===== config.mk =====
export PLATFORM = sky130hd
export DESIGN_NAME = board_move_arbiter
export DESIGN_NICKNAME = d
export VERILOG_FILES = /design/src/rtl/board_move_arbiter.sv
export SDC_FILE = /design/constraint.sdc
export NUM_CORES = 1
export LEC_CHECK = 0
export CORE_AREA = 5 5 539 541
export CTS_BUF_LIST = sky130_fd_sc_hd__clkbuf_2 sky130_fd_sc_hd__clkbuf_4 sky130_fd_sc_hd__clkbuf_8
export DETAILED_ROUTE_END_ITERATION = 16
export DIE_AREA = 0 0 544 546
export PLACE_DENSITY = 0.36
export SKIP_LAST_GASP = 1
export SYNTH_ARGS = -nofsm -noshare
export SYNTH_HDL_FRONTEND = slang
export SYNTH_SLANG_ARGS = --single-unit

===== constraint.sdc =====
create_clock -name clk -period 4.3 [get_ports clk]
set_input_delay 1.29 -clock clk [delete_from_list [all_inputs] [get_ports clk]]
set_output_delay 1.29 -clock clk [all_outputs]
set_load 0.005 [all_outputs]

===== src/rtl/board_move_arbiter.sv =====
// board_move_arbiter: runs one move-generation pass over the column units.
// It pulses col_reset, then drains the column FIFOs round-robin, one word
// at a time, into a single output register.
// Optional feature: define BOARD_ARB_WDOG_EN to add a pass watchdog that
// forces FIN and raises err_wdog after WDOG_MAX run-phase cycles.
// Handshake: mv_valid/mv_ready. A word transfers on a clock edge where both
// are high. While mv_valid is high and mv_ready is low, mv_data and mv_col
// are held stable. mv_valid never drops without an accept, except on reset
// or watchdog expiry.
module board_move_arbiter #(
  parameter int W       = 152,
  parameter int NCOL    = 8,
  parameter int CLR_CYC = 2
`ifdef BOARD_ARB_WDOG_EN
  , parameter int WDOG_MAX = 4095
`endif
) (
  input  logic                       clk,
  input  logic                       reset,
  input  logic                       start,
  output logic                       col_reset,
  input  logic [NCOL-1:0]            col_done,
  input  logic [NCOL-1:0]            col_empty,
  output logic [NCOL-1:0]            col_rden,
  input  logic [NCOL*W-1:0]          col_data,
  output logic                       mv_valid,
  input  logic                       mv_ready,
  output logic [W-1:0]               mv_data,
  output logic [$clog2(NCOL)-1:0]    mv_col,
  output logic                       busy,
  output logic                       gen_done,
  output logic                       err_wdog,
  output logic [2:0]                 dbg_state
);

  localparam int PW = $clog2(NCOL);

  typedef enum logic [2:0] {
    IDLE = 3'd0,
    CLR  = 3'd1,
    RUN  = 3'd2,
    RD   = 3'd3,
    CAP  = 3'd4,
    OUT  = 3'd5,
    FIN  = 3'd6
  } state_t;

  state_t          state_q, state_d;
  logic [7:0]      clr_cnt_q;
  logic [PW-1:0]   rr_ptr_q;
  logic [PW-1:0]   sel_q;
  logic [PW-1:0]   sel_pick;
  logic [NCOL-1:0] req;
  logic            wd_expire;
  logic            run_phase;

  assign req       = ~col_empty;
  assign run_phase = (state_q == RUN) || (state_q == RD) ||
                     (state_q == CAP) || (state_q == OUT);
  assign dbg_state = state_q;

  // Round-robin pick: first requesting column at or after rr_ptr, wrapping.
  always_comb begin
    int   j;
    logic found;
    sel_pick = '0;
    found    = 1'b0;
    j        = 0;
    for (int i = 0; i < NCOL; i++) begin
      j = int'(rr_ptr_q) + i;
      if (j >= NCOL) j = j - NCOL;
      if (!found && req[PW'(j)]) begin
        sel_pick = PW'(j);
        found    = 1'b1;
      end
    end
  end

`ifdef BOARD_ARB_WDOG_EN
  logic [11:0] wd_cnt_q;

  // Watchdog counts run-phase cycles; cleared while in CLR so RUN entry starts at 0.
  always_ff @(posedge clk) begin
    if (!reset) begin
      wd_cnt_q <= '0;
    end else if (state_q == CLR) begin
      wd_cnt_q <= '0;
    end else if (run_phase) begin
      wd_cnt_q <= wd_cnt_q + 12'd1;
    end
  end

  assign wd_expire = run_phase && (wd_cnt_q == 12'(WDOG_MAX - 1));
`else
  assign wd_expire = 1'b0;
`endif

  // FSM state register.
  always_ff @(posedge clk) begin
    if (!reset) state_q <= IDLE;
    else        state_q <= state_d;
  end

  // Next-state and control outputs.
  always_comb begin
    state_d   = state_q;
    col_reset = 1'b0;
    col_rden  = '0;
    busy      = 1'b0;
    gen_done  = 1'b0;
    case (state_q)
      IDLE: begin
        if (start) state_d = CLR;
      end
      CLR: begin
        col_reset = 1'b1;
        busy      = 1'b1;
        if (clr_cnt_q == 8'(CLR_CYC - 1)) state_d = RUN;
      end
      RUN: begin
        busy = 1'b1;
        if (wd_expire) begin
          state_d = FIN;
        end else if (req != '0) begin
          col_rden[sel_pick] = 1'b1;
          state_d            = RD;
        end else if ((&col_done) && !mv_valid) begin
          state_d = FIN;
        end
      end
      RD: begin
        busy    = 1'b1;
        state_d = wd_expire ? FIN : CAP;
      end
      CAP: begin
        busy    = 1'b1;
        state_d = wd_expire ? FIN : OUT;
      end
      OUT: begin
        busy = 1'b1;
        if (wd_expire)     state_d = FIN;
        else if (mv_ready) state_d = RUN;
      end
      FIN: begin
        gen_done = 1'b1;
        if (start) state_d = CLR;
      end
      default: state_d = IDLE;
    endcase
  end

  // Datapath: clear counter, selected column, output word register, pointer, error flag.
  always_ff @(posedge clk) begin
    if (!reset) begin
      clr_cnt_q <= '0;
      rr_ptr_q  <= '0;
      sel_q     <= '0;
      mv_valid  <= 1'b0;
      mv_data   <= '0;
      mv_col    <= '0;
      err_wdog  <= 1'b0;
    end else begin
      case (state_q)
        IDLE: begin
          if (start) clr_cnt_q <= '0;
        end
        FIN: begin
          if (start) begin
            clr_cnt_q <= '0;
            err_wdog  <= 1'b0;
          end
        end
        CLR: begin
          clr_cnt_q <= clr_cnt_q + 8'd1;
        end
        RUN: begin
          if (req != '0) sel_q <= sel_pick;
        end
        CAP: begin
          mv_data  <= col_data[int'(sel_q)*W +: W];
          mv_col   <= sel_q;
          mv_valid <= 1'b1;
          rr_ptr_q <= (sel_q == PW'(NCOL - 1)) ? '0 : sel_q + 1'b1;
        end
        OUT: begin
          if (mv_ready) mv_valid <= 1'b0;
        end
        default: ;
      endcase
      if (wd_expire) begin
        mv_valid <= 1'b0;
        err_wdog <= 1'b1;
      end
    end
  end

endmodule


# ---- Word level (Yosys, flattened, before mapping)
# Cells that the tools add are included.
dict set report word_totals {
  input_bits 1236
  out_inout_bits 171
  elab_cells 150
  reg_bits 173
}
dict set report classes {
  n_shift 1
  muxes 65
  multipliers 1
  add_sub_neg 17
  n_reduce_logical 28
  n_eq_ne 12
  n_bitwise 1
  n_lt_le_gt_ge 18
}
# operator count
set ops {}
lappend ops {{1216-bit by 12-bit indexed part select with 152-bit output} 1}
lappend ops {{3-bit two-way mux} 22}
lappend ops {{3-bit by 5-bit less-than comparator with 1-bit output (second input constant)} 8}
lappend ops {{4-bit greater-or-equal comparator (second input constant)} 7}
lappend ops {{1-bit two-way mux} 28}
lappend ops {{1-bit binary-select mux with 3-bit select} 8}
lappend ops {{8-bit two-way mux} 3}
lappend ops {{3-bit by 1-bit subtractor with 3-bit output (second input constant)} 8}
lappend ops {{3-bit one-hot mux with 6 select lines} 1}
lappend ops {{3-bit by 3-bit adder with 4-bit output (second input constant)} 4}
lappend ops {{8-bit one-hot mux with 2 select lines} 1}
lappend ops {{3-bit equality test (second input constant)} 4}
lappend ops {{1-bit logical AND} 9}
lappend ops {{3-bit by 2-bit adder with 4-bit output (second input constant)} 2}
lappend ops {{8-bit by 1-bit adder with 8-bit output (second input constant)} 1}
lappend ops {{8-bit by 1-bit equality test with 1-bit output (second input constant)} 1}
lappend ops {{1-bit logical NOT} 8}
lappend ops {{3-bit by 5-bit multiplier with 8-bit output (second input constant)} 1}
lappend ops {{8-bit inverter} 1}
lappend ops {{8-bit AND reduction} 1}
lappend ops {{8-bit nonzero test} 1}
lappend ops {{3-bit by 2-bit equality test with 1-bit output (second input constant)} 2}
lappend ops {{2-bit AND reduction} 3}
lappend ops {{5-bit OR reduction} 1}
lappend ops {{other kinds (15)} 17}

# ---- Longest topological paths before layout
# Gate-level depths: netlist (run 1).
dict set report depth {
  ltp_word 33
  ltp_mapped 14
}

# ---- Worst setup path before layout (run 1)
# No wires, ideal clock.
dict set report synth_path {
  path_kind {input to output}
  from {input col_empty[7]}
  to {output col_rden[2]}
  t_arrival_ns 3.178
  path_stages 9
  path_slack_ns -0.168
  t_required_ns 3.010
  cell_sequence {mux4_2 > nor2_2 > or3_1 > buf_6 > a221o_1 > a32oi_1 > o22ai_1 > a211o_1 > nor2b_1}
}
dict set report synth_between {
  elab_chain_len 32
  word_cells_on_any_way 62
}
# item line_no
set synth_rtl {}
lappend synth_rtl {{start: declaration} 23} ;# input logic [NCOL-1:0] col_empty,
lappend synth_rtl {{8-bit inverter (*)} 57} ;# assign req = ~col_empty;
lappend synth_rtl {{1-bit binary-select mux with 3-bit select} 72} ;# if (!found && req[PW'(j)]) begin
lappend synth_rtl {{1-bit two-way mux (not written as such) (2 in a row)} 72}
lappend synth_rtl {{1-bit two-way mux} 72}
lappend synth_rtl {{1-bit logical NOT} 72}
lappend synth_rtl {{1-bit logical AND} 72}
lappend synth_rtl {{1-bit two-way mux} 72}
lappend synth_rtl {{1-bit logical NOT} 72}
lappend synth_rtl {{[... 15 more ...]} --}
lappend synth_rtl {{1-bit logical AND} 72}
lappend synth_rtl {{3-bit two-way mux} 72}
lappend synth_rtl {{3-bit by 4-bit less-than comparator with 1-bit output (not written as such) / 3-bit by 1-bit greater-or-equal comparator with 1-bit output (equally long branches)} 125} ;# col_rden[sel_pick] = 1'b1;
lappend synth_rtl {{1-bit logical AND (not written as such)} 125}
lappend synth_rtl {{1-bit two-way mux (not written as such)} 125}
lappend synth_rtl {{1-bit demux with 3-bit select} 125}
lappend synth_rtl {{8-bit two-way mux (*)} 124} ;# end else if (req != '0) begin
lappend synth_rtl {{8-bit two-way mux (*)} 111} ;# case (state_q)
lappend synth_rtl {{end: declaration} 24} ;# output logic [NCOL-1:0] col_rden,
# Mark *: on every way between the ends. The rest lies on a longest branch, timed or not. The select of a mux whose other input is x is not followed.

# ---- Final worst setup path (run 1)
dict set report layout_path {
  from {input col_empty[1]}
  to {output col_rden[0]}
}
# Same word-level chain as after synthesis.

==> flow_summary.json, run 1 <==
{
  "outcome": "finished, violations left",
  "violations": "setup timing",
  "synth_area_leaders": "mux4_2 43%, dfxtp_1 21%, mux2i_1 9.9%",
  "num_io_pins": 1407,
  "cts_made_buffers": 25,
  "core_area_um2": 284000,
  "finalNonFillerCells": 6539,
  "arrival_ns": 3.75,
  "fmax_mhz": 198,
  "grt_max_degree": 89,
  "drt_iter0_drc": 1339,
  "comb_power_share_pct": 47.7,
  "grt.total_usage_pct": 16.7,
  "ys_dominant_reg_cell": "dfxtp_1",
  "die_h_um": 546,
  "drive_above_1_share_pct": 19.7,
  "drv_cap": 0,
  "crit_chain": "buf_4 -> buf_4 -> mux4_2 -> mux2i_2 -> buf_4 -> or2_2 -> nor3_2 -> a211o_1 -> a31oi_4 -> o21ai_4 -> buf_6 -> nor2b_2 -> buf_2",
  "cts_tree": "done",
  "overflow": 0,
  "slew_headroom_pct": 43.8,
  "pre_cts_ws_ns": -1.68,
  "vdd_drop_max_mv": 0.172,
  "synth-edff-count": 0,
  "antenna_found_initial": 441,
  "drc": 0,
  "cp_common_cell": "buf_4",
  "post_drt_wl_per_cell_um": 39.7,
  "die-area_um2": 297000,
  "p_int_w": 0.00422,
  "via_count": 21000,
  "slowest_stage": "mux4_2",
  "first_pass_iters": 5,
  "slowest_delay_ns": 0.48,
  "viasPerCell": 3.21,
  "grt_pass1_vias": 20900,
  "critPathCaptureType": "output port",
  "hold_slack_ns": 0.493,
  "min_period_over_period_pct": 117,
  "cts.htree.levels": 4,
  "detailed_place_hpwl_um": 237000,
  "cts_sinks": 173,
  "synth_cells": 1318,
  "rsz0062_at_grt": "true",
  "hold_class": "flip-flop to flip-flop",
  "syn_avg_cell_area_um2": 12.3,
  "yosysWarnings": 0,
  "syn_nets": 2560,
  "dp.cells": 6428,
  "start_kind": "input port",
  "p_leak_nw": 12.5,
  "finalPower_w": 0.00668,
  "yosysMostFrequentCell": "mux4_2",
  "cts.path.max_buffers": 3,
  "clkTransAtPathRegs_ns": 0.13,
  "initial_core_util_pct": 5.71,
  "nets": 3952,
  "portBuffers": 1405,
  "timing.clock.skew_ns": 0.0794,
  "synth_area_um2": 16200,
  "rows": 196,
  "fin_crit_ns": 5.04,
  "cp_top_family": "buffers and inverters",
  "cts_root_buffer": "clkbuf_8",
  "path_max_fanout": 6,
  "dieWidth_um": 544,
  "clkPwrFrac_pct": 25.7,
  "p_seq_share_pct": 26.6,
  "synthArstFlopShare_pct": 0,
  "ant_nets": 0,
  "synth_commonest_cells": "312 x mux4_2, 182 x nand2_1, 173 x dfxtp_1, 160 x mux2i_1, 152 x o211a_1",
  "yosys.area.top_type_share_pct": 43.3,
  "cp_data_required_time_ns": 3.01,
  "route.final.wire_length_um": 259000,
  "fillCellCount": 32300,
  "seq_area_frac_synth_pct": 21.3,
  "placed_area_um2": 35400,
  "layout_setup_ws_ns": -0.741,
  "final-setup-viol-count": 8,
  "tightest_slew_ns": 0.842,
  "p_sw_share_pct": 36.9,
  "power.switching_w": 0.00247,
  "hold_viol": 0,
  "gp_congestion": 0.875,
  "post-route-cell-area_um2": 36300,
  "path_buf_inv": 5,
  "critPathKind": "input port to output port",
  "ys_types": 71,
  "clk_latency_ns": 0.73,
  "finalMaxSlewViolations": 0,
  "grt_first_pass_wirelength_um": 306000,
  "yosys.area.top_type": "mux4_2",
  "area_delta_synth_final_pct": 124,
  "ys_seq_elements": 173,
  "power.density_nw_per_um2": 184
}
==> per-stage QoR <==
stage | utilization (%) | TNS (ns)
5_1_grt | 12.7 | -6.37
4_1_cts | 12.7 | -6.18
3_3_place_gp | 12.4 | -13.19
3_5_place_dp | 12.4 | -12.82
2_1_floorplan | - | -0.346
6_report | 12.8 | -5.59
==> power groups by stage <==
| stage | Clock (W) | Sequential [W] | Combinational [W] |
|---|---|---|---|
| 2_1_floorplan | 0 | 0.00179 | 0.00104 |
| 3_3_place_gp | 0 | 0.00181 | 0.00318 |
| 3_5_place_dp | 0 | 0.00181 | 0.00318 |
| 4_1_cts | 0.00194 | 0.00178 | 0.00322 |
| 5_1_grt | 0.00193 | 0.00179 | 0.00336 |
| 6_report | 0.00172 | 0.00178 | 0.00319 |
==> cell usage in the layout, fill, tap and decap left out, types with 4 or more instances in the layout <==
cell type           n
buf_2              13
nand3_1             6
buf_6              13
clkdlybuf4s50_1  1388
buf_4              82
inv_1              10
nor2b_1            10
a21boi_0            7
diode_2            61
nand4_1             4
nor2_1             13
dfxtp_1           168
a21oi_1             8
mux4_2            313
mux2i_1           157
a21oi_2             4
clkbuf_8           26
o211a_1           152
buf_12             21
nor3_1              6
o21ai_0            16
ha_1                4
nand2_1           181
==> worst reg2reg max path, delay by kind of cell, from the launching register on <==
kind	cells	cell delay (ns)
AO/OA/AOI/OAI	5	1.07
buffers and inverters	4	0.59
AND/OR/NAND/NOR	2	0.59
flip-flops	1	0.35
adder cells (fa/ha/maj)	1	0.25
==> final timing paths <==
check | start | endpoint | slack, ns | depth (start not counted)
hold reg to reg | mv_col[1] | mv_col[1] | 0.49 | 2
setup / recovery | col_empty[1] | col_rden[0] | -0.74 | 13
hold / removal | mv_col[1] | mv_col[1] | 0.49 | 2
setup reg to reg | rr_ptr_q[0] | sel_q[1] | 1.39 | 12
==> state kept, by name, indices dropped and copies added, names as in the netlist <==
name       flops
mv_data      152
clr_cnt_q      8
dbg_state      3
mv_col         3
rr_ptr_q       3
sel_q          3
mv_valid       1
==> repair_timing <==
item                                    in CTS  in global routing
resized for setup                          101                 32
endpoints found under the setup margin       8                  8
buffers inserted                            13                  5
hold buffers                                 0                  0
hold endpoints to repair                     0                  0
pin swaps                                   16                 15
==> final cells by class <==
cell class,count,area [µm²],area share (%)
inverter,12,45.0,0.124
sequential,173,3480,9.58
tap,3762,4710,13.0
clock inverter,7,68.8,0.190
clock buffer,26,358,0.986
timing repair buffer,1518,15200,41.8
multi-input combinational,980,12300,34.0
antenna,61,153,0.421
==> kinds of logic (layout without fill, tap and decap cells) <==
kind of cell    count (synthesis)  after routing  synth area share (%)
compound gates                227            227                  12.6
xor+xnor                        6              6                 0.324
fa+ha+maj                       6              6                 0.462
buf+inv                       165           1563                  4.30
flops                         173            173                  21.3
mux                           479            479                  53.9
other cells                     1             62                0.0231
simple gates                  261            261                  7.07
==> per-layer routing <==
| metal | vias to the layer above | track usage (%) | wire length [µm] |
|---|---|---|---|
| li1 | 8271 | - | - |
| met1 | 10000 | 17.9 | 93000 |
| met2 | 1657 | 27.6 | 118000 |
| met3 | 730 | 11.9 | 41100 |
| met4 | 298 | 2.04 | 5140 |
| met5 | - | 0 | 1910 |
No activity file was read; power rests on OpenSTA's default activity.
==> inputs of run 2 (changes only) <==
- SETUP_SLACK_MARGIN: default -> 0.05
==> run 2 against run 1 <==
Compared with the run above: the flow still finishes with violations (setup timing); cell area grew 0.71%; sequential power about the same; sequential share of layout area down 0.067 points; worst hold slack got worse by 0.021 ns; combinational power is essentially flat; utilization is 0.090 points higher; worst setup slack got worse by 0.050 ns; maximum frequency decreased by 0.99%; count of clock-buffer cells in the layout grew 1; critical path depth rose by 2; final cell count rose by 0.70%.
==> flow_summary.json, run 2 (synthesized netlist as in run 1, its figures left out) <==
{
  "cp_data_required_time_ns": 3.01,
  "cp_top_family": "buffers and inverters",
  "final-setup-viol-count": 8,
  "gp_congestion": 0.933,
  "first_pass_iters": 5,
  "detailed_place_hpwl_um": 235000,
  "ant_nets": 0,
  "violations": "setup timing",
  "power.density_nw_per_um2": 184,
  "cts_made_buffers": 25,
  "slew_headroom_pct": 45.6,
  "viasPerCell": 3.21,
  "dieWidth_um": 544,
  "arrival_ns": 3.80,
  "area_delta_synth_final_pct": 125,
  "r2r_cells": 16,
  "grt_max_degree": 82,
  "path_buf_inv": 8,
  "pre_cts_ws_ns": -1.62,
  "min_period_over_period_pct": 118,
  "slowest_delay_ns": 0.59,
  "cts_tree": "done",
  "die-area_um2": 297000,
  "hold_buffers": 0,
  "tightest_slew_ns": 0.813,
  "initial_core_util_pct": 5.71,
  "finalPower_w": 0.00671,
  "cts.path.max_buffers": 3,
  "final_common_cell": "clkdlybuf4s50_1",
  "clkTransAtPathRegs_ns": 0.13,
  "grt.total_usage_pct": 16.6,
  "clk_latency_ns": 0.65,
  "post_drt_wl_per_cell_um": 39.2,
  "fin_util_pct": 12.8,
  "hold_class": "flip-flop to flip-flop",
  "portBuffers": 1405,
  "route.final.wire_length_um": 258000,
  "drv_cap": 0,
  "rows": 196,
  "drt_iter0_drc": 1381,
  "cts.htree.levels": 4,
  "num_io_pins": 1407,
  "drc": 0,
  "largestRegisters": "mv_data x152, clr_cnt_q x8",
  "crit_chain": "clkdlybuf4s15_2 -> mux4_2 -> buf_6 -> inv_1 -> nor4_1 -> buf_4 -> buf_4 -> and2_4 -> a32o_2 -> a31oi_4 -> o21ai_4 -> buf_6 -> buf_4 -> nor2_2 -> buf_2",
  "critPathCaptureType": "output port",
  "grt_pass1_vias": 21000,
  "die_h_um": 546,
  "timing.clock.skew_ns": 0.0467,
  "largest_reg_flops": 152,
  "path_depth": 15,
  "cts_root_buffer": "clkbuf_8",
  "critPathKind": "input port to output port",
  "cp_common_cell": "buf_4",
  "p_leak_nw": 12.6,
  "finalNonFillerCells": 6585,
  "top_register": "mv_data",
  "slowest_stage": "mux4_2",
  "layout_setup_ws_ns": -0.792,
  "overflow": 0,
  "grt_first_pass_wirelength_um": 305000,
  "vdd_drop_max_mv": 0.189,
  "drive_above_1_share_pct": 20.4,
  "nets": 3977,
  "hold_depth": 2,
  "most-common-layout-cells": "1388 x clkdlybuf4s50_1, 314 x mux4_2, 182 x nand2_1",
  "fin_crit_ns": 5.09,
  "rsz0062_at_grt": "true",
  "finalMaxSlewViolations": 0,
  "antenna_found_initial": 435,
  "via_count": 21100,
  "core_area_um2": 284000,
  "path_max_fanout": 4,
  "fmax_mhz": 196,
  "start_kind": "input port",
  "dp.cells": 6448,
  "outcome": "finished, violations left",
  "hold_viol": 0,
  "cts_sinks": 173
}
==> run 2: cell types whose count changed in the layout (fill, tap and decap cells not counted), moves of 4 or more <==
| cell | change |
|---|---|
| clkdlybuf4s15_2 | +4 |
| buf_2 | -5 |
| buf_4 | +25 |
| clkbuf_2 | +4 |
| diode_2 | +21 |
==> run 2: what timing repair did <==
item	CTS	global route
gates resized for setup	83	35
gates cloned	1	0
setup endpoints to repair	8	8
pin swaps	17	18
buffers inserted	19	3
==> run 2: layout make-up <==
cell class / instances / area (µm²)
Tap cell: 3762 / 4710
Timing Repair Buffer: 1542 / 15300
Sequential cell: 173 / 3480
Antenna cell: 82 / 205
Clock buffer: 27 / 372
Multi-Input combinational cell: 981 / 12300
Clock inverter: 6 / 86.3
Inverter: 12 / 45.0
Fill cell: 32200 / 248000
==> run 2: final timing paths <==
check	from	slack, ns	to
worst max-delay path	col_empty[6]	-0.79	col_rden[6]
worst min-delay path	mv_col[2]	0.47	mv_col[2]
worst max register to register	rr_ptr_q[1]	1.13	sel_q[2]
worst min register to register	mv_col[2]	0.47	mv_col[2]
==> run 2: worst min-delay path: stages (launching register included) <==
cell and delay [ns]:
dfxtp_1 0.33, nand2_1 0.04, a21boi_0 0.06
==> run 2: per-layer routing <==
layer / track usage [%] / vias to the layer above / wire (µm) / part of all wire, %
li1: - / 8365 / - / -
met1: 17.8 / 10200 / 92800 / 36
met2: 27.3 / 1610 / 117000 / 45
met3: 11.8 / 686 / 41200 / 16
met4: 2.15 / 292 / 5060 / 2.0
met5: 0 / - / 1950 / 0.76
==> run 2: report_power, final <==
part | internal, W | switching (W) | leakage, nW
Clock | 0.000701 | 0.00103 | 0.235
Combinational | 0.00191 | 0.00128 | 11.0
Sequential | 0.00169 | 0.0000873 | 1.40
Total | 0.00431 | 0.00240 | 12.6
==> run 2: per-stage QoR <==
| stage | hold slack [ns] | setup TNS [ns] | area [µm²] |
|---|---|---|---|
| floorplan | 0.458 | -0.476 | 16300 |
| global placement | 0.456 | -12.81 | 35500 |
| detailed placement | 0.458 | -12.42 | 35500 |
| CTS | 0.477 | -7.10 | 36300 |
| global route | 0.493 | -6.73 | 36400 |
| finish | 0.472 | -5.98 | 36500 |
==> inputs of run 3 (changes only) <==
- CORE_AREA: 5 5 539 541 -> 3 3 553 555
- DIE_AREA: 0 0 544 546 -> 0 0 556 558
- MAX_ROUTING_LAYER: default -> met4
- PLACE_DENSITY: 0.36 -> 0.35
==> run 3 against run 2 <==
Compared with the run above: the flow still finishes with violations (setup timing); via count fell by 1.2%; critical path depth down 2; count of clock-buffer cells in the layout did not move; total power increased by 0.41%; cell area increased by 1.9%; worst setup slack lost 0.029 ns; combinational power rose by 3%; largest cell class unchanged; largest power group unchanged; highest routed layer is now met4.
==> flow_summary.json, run 3 (synthesized netlist as in run 1, its figures left out) <==
{
  "fillCellCount": 34300,
  "initial_core_util_pct": 5.38,
  "layout_setup_ws_ns": -0.820,
  "min_period_over_period_pct": 119,
  "via_count": 20900,
  "finalMaxSlewViolations": 0,
  "slew_headroom_pct": 44.9,
  "critPathCaptureType": "output port",
  "power.switching_w": 0.00241,
  "dp.cells": 6673,
  "grt.total_usage_pct": 16.4,
  "finalPower_w": 0.00674,
  "post-route-cell-area_um2": 37300,
  "num_io_pins": 1407,
  "route.final.wire_length_um": 259000,
  "hold_buffers": 0,
  "rows": 202,
  "hold_class": "flip-flop to flip-flop",
  "fmax_mhz": 195,
  "path_max_fanout": 5,
  "clkTransAtPathRegs_ns": 0.11,
  "largestRegisters": "mv_data x152, clr_cnt_q x8",
  "arrival_ns": 3.83,
  "p_leak_nw": 12.7,
  "power.density_nw_per_um2": 181,
  "drt_iter0_drc": 1420,
  "comb_power_share_pct": 48.5,
  "antenna_found_initial": 408,
  "post_drt_wl_per_cell_um": 37.4,
  "final_common_cell": "clkdlybuf4s50_1",
  "most-common-layout-cells": "1388 x clkdlybuf4s50_1, 314 x mux4_2, 181 x nand2_1",
  "critPathKind": "input port to output port",
  "fin_crit_ns": 5.12,
  "pre_cts_ws_ns": -1.85,
  "die-area_um2": 310000,
  "hold_viol": 0,
  "rsz0062_at_grt": "true",
  "gp_congestion": 0.888,
  "drv_cap": 0,
  "detailed_place_hpwl_um": 236000,
  "cts.path.max_buffers": 3,
  "grt_max_degree": 100,
  "cts_tree": "done",
  "cts_root_buffer": "clkbuf_8",
  "tightest_slew_ns": 0.824,
  "ant_nets": 0,
  "grt_first_pass_wirelength_um": 304000,
  "overflow": 0,
  "clkPwrFrac_pct": 25.2,
  "first_pass_iters": 6,
  "drc": 0,
  "die_h_um": 558,
  "grt_pass1_vias": 20700,
  "setup-tns-final_ns": -6.20,
  "p_sw_share_pct": 35.8,
  "start_kind": "input port",
  "cts_made_buffers": 25,
  "top_register": "mv_data",
  "clk_latency_ns": 0.68,
  "placed_area_um2": 35900,
  "p_seq_share_pct": 26.3,
  "area_delta_synth_final_pct": 129,
  "p_int_w": 0.00433,
  "final-setup-viol-count": 8,
  "cp_data_required_time_ns": 3.01,
  "nets": 3986,
  "violations": "setup timing",
  "portBuffers": 1405,
  "outcome": "finished, violations left",
  "finalNonFillerCells": 6917,
  "largest_reg_flops": 152,
  "timing.clock.skew_ns": 0.0349,
  "core_area_um2": 302000,
  "r2r_setup_slack_ns": 1.21,
  "vdd_drop_max_mv": 0.194,
  "drive_above_1_share_pct": 20.8,
  "dieWidth_um": 556,
  "cts_sinks": 173,
  "viasPerCell": 3.02,
  "cts.htree.levels": 4
}
## run 3: final cells by class
class                   count  area, µm²  share of cell area (%)
diodes                    189        473                    1.27
inverters                  12       47.5                   0.128
flip-flops and latches    173       3480                    9.33
clock buffers              27        372                   0.998
well taps                3978       4980                    13.4
multi-input cells         980      12300                    33.1
repair buffers           1552      15500                    41.6
clock inverters             6       83.8                   0.225
## run 3: path summary, 6_finish.rpt
path / startpoint / endpoint / cells after the start
max: col_empty[0] / col_rden[1] / 13
min: mv_col[1] / mv_col[1] / 2
max reg2reg: rr_ptr_q[0] / sel_q[1] / 13
min reg2reg: mv_col[1] / mv_col[1] / 2
## run 3: routing by layer
layer | wire length, µm | part of all wire [%] | global-route usage (%) | vias to the layer above
li1 | - | - | - | 8578
met1 | 102000 | 40 | 18.2 | 10400
met2 | 117000 | 45 | 25.4 | 1572
met3 | 35400 | 14 | 10.0 | 366
met4 | 4150 | 1.6 | 2.75 | 0
met5 | 0 | 0 | - | -
## run 3: critical path, stage by stage
cell and delay (ns):
buf_2 0.14, buf_4 0.15, mux4_2 0.56, mux2i_4 0.24, or2_4 0.22, nor3_1 0.06, a211o_1 0.34, a21oi_2 0.21
o21ai_4 0.12, buf_6 0.15, buf_6 0.11, nor2b_4 0.11, buf_2 0.12
## run 3: power groups by stage
stage	Clock (W)	Sequential, W	Combinational [W]
after global routing	0.00188	0.00178	0.00345
after CTS	0.00187	0.00177	0.00332
final	0.00170	0.00177	0.00327
after global placement	0	0.00181	0.00326
after floorplan	0	0.00179	0.00105
after detailed placement	0	0.00181	0.00326
## run 3: stage by stage
step | utilization (%) | hold slack, ns
3_3_place_gp | 11.9 | 0.459
6_report | 12.3 | 0.473
3_5_place_dp | 11.9 | 0.464
2_1_floorplan | - | 0.458
4_1_cts | 12.1 | 0.480
5_1_grt | 12.3 | 0.510
## run 3: repair_timing
action / 4_1_cts / 5_1_grt
resized for setup: 106 / 30
buffers inserted: 17 / 5
pin swaps: 20 / 17
setup endpoints to repair: 8 / 8
==> RTL edit (flow settings as in run 3) <==
Put one more register stage on the output `dbg_state`. The value now appears one clock later. The other outputs are not delayed to match.
--- a/src/rtl/board_move_arbiter.sv
+++ b/src/rtl/board_move_arbiter.sv
@@ -57,7 +57,9 @@
   assign req       = ~col_empty;
   assign run_phase = (state_q == RUN) || (state_q == RD) ||
                      (state_q == CAP) || (state_q == OUT);
-  assign dbg_state = state_q;
+  always_ff @(posedge clk) begin
+    dbg_state <= state_q;
+  end
 
   // Round-robin pick: first requesting column at or after rr_ptr, wrapping.
   always_comb begin
Check against the original RTL: not equivalent (Yosys sat finds a counterexample within 4 cycles, from zero or initial values and one cycle with reset low).
==> RTL edit against run 3 <==
- the run still ends with setup timing left
- routed wire length is 0.43% higher
- register-to-register slack worse by 0.11 ns
- power is 16% higher
- final area is 0.52% lower
- count of clock-buffer cells in the layout is 2 higher
- utilization is 0.065 points lower
- setup slack better by 0.0039 ns
- non-clock buffer count is 17 lower
- first-iteration DRC count is 15% higher
- combinational power is 28% higher
- highest routed layer unchanged
- critical endpoint is now col_rden[5]
- sequential cell count is 3 higher
- critical path type unchanged
- clock power is 8% higher
- synthesized area is 0.12% lower
==> RTL edit: results (changes against run 3) <==
HPWL Detailed: 235000 µm (-0.43%)
Routed WL: 260000 µm (+0.43%)
Initial antenna violation count: 413 (+1.2%)
Placed cell count: 6635 (-0.57%)
Layout Nets: 3962 (-0.60%)
Signal buffers: 1535 (-1.1%)
Worst-Skew Late Latency: 0.68 ns (about the same)
Top cells by area, synth: mux4_2, dfxtp_1, mux2i_1, o211a_1, nand2_1
Final instance area: 37100 µm² (-0.52%)
Post-synth top cells: mux4_2, nand2_1, dfxtp_1
Buffering overhead: 41.2% (-0.42 points)
Clock network share of area: 1.27% (+0.050 points)
Register area share after synthesis: 21.7% (+0.40 points)
Status: finished, violations left
Final setup fails: 8 (unchanged)
Synth unique cells: 63 (-11%)
Fraction of area in multi-input gates: 33.2% (+0.090 points)
Largest net degree at the start of global routing: 78 (-22%)
Flops & latches, synth: 176 (+1.7%)
Wirelength per Cell: 37.7 µm (+0.76%)
Fillcell total: 34300 (-0.099%)
First-pass GRT wire length: 306000 µm (+0.77%)
Setup TNS Final: -6.01 ns (+0.189 ns)
Slew at the pin closest to its max-slew limit: 0.999 ns (+0.175 ns)
Pre-Repair DR Iteration Count: 5 (-1)
Failing checks: setup timing
Syn nets: 2550 (-0.39%)
Syn Area/Cell: 12.4 µm² (+0.64%)
Via count of the first global-routing pass: 21200 (+2.5%)
Gpl congestion: 0.888 (about the same)
Share of layout cells above drive strength 1: 20.2% (-0.59 points)
Inverters: 11 (-1)
DP Worst Slack: -1.70 ns (+0.142 ns)
Register area: 3540 µm² (+1.7%)
Post-DP Area: 35600 µm² (-0.84%)
# diodes: 190 (+0.53%)
VDD IR max: 0.140 mV (-28%)
#MultiIn Comb: 971 (-0.92%)
Pleak: 12.6 nW (-0.94%)
Clock Buffer Count: 29 (+7.4%)
Worst-path maximum fanout: 4 (-1)
Fin worst setup slack: -0.816 ns (+0.00391 ns)
Clock Skew: 0.0482 ns (+0.0133 ns)
RTL edit: cell count changes in the layout (fill, tap and decap cells not counted), moves of 6 or more:
cell / before / now
buf_12: 26 / 20
buf_6: 19 / 9
mux2_2: 0 / 7
nor2_1: 15 / 21
o21ai_0: 16 / 9
RTL edit: critical path, cell delays in order:
cell	delay, ns
clkdlybuf4s15_2	0.21
mux4_2	0.56
mux2_4	0.34
a32oi_4	0.24
buf_6	0.15
nor2_4	0.04
buf_6	0.10
nand4_1	0.10
buf_4	0.13
o211ai_1	0.13
buf_4	0.19
nor3b_2	0.19
buf_2	0.14
RTL edit: cell families (layout without fill, tap and decap cells):
family	count (synthesis)	count (layout)	share of synthesized area, %
mux	479	479	54.0
flops	176	176	21.7
compound gates	219	221	12.5
other cells	1	191	0.0231
xor+xnor	7	7	0.378
simple gates	257	257	6.77
buf+inv	163	1579	4.20
fa+ha+maj	6	6	0.463
RTL edit: final timing paths:
check               startpoint     endpoint  slack (ns)  depth (start not counted)
setup / recovery  col_empty[5]  col_rden[5]       -0.82                         13
hold / removal       mv_col[2]    mv_col[2]        0.48                          2
setup reg to reg   rr_ptr_q[1]     sel_q[2]        1.10                         15
hold reg to reg      mv_col[2]    mv_col[2]        0.48                          2
RTL edit: what timing repair did:
action	in CTS	in global routing
pin swaps	27	13
endpoints found under the setup margin	8	8
gates cloned	2	0
resized for setup	111	10
setup buffers	30	4
RTL edit: routing by layer:
metal / track usage (%) / share of wire (%)
met2: 25.7 / 45
met1: 18.3 / 39
met3: 10.1 / 14
met5: - / 0
met4: 2.33 / 2.0
RTL edit: power breakdown:
group | internal, mW | leakage (nW) | switching (mW)
sequential | 1.71 | 1.42 | 0.0833
clock | 0.734 | 0.242 | 1.11
combinational | 2.35 | 10.9 | 1.84
total | 4.79 | 12.6 | 3.03
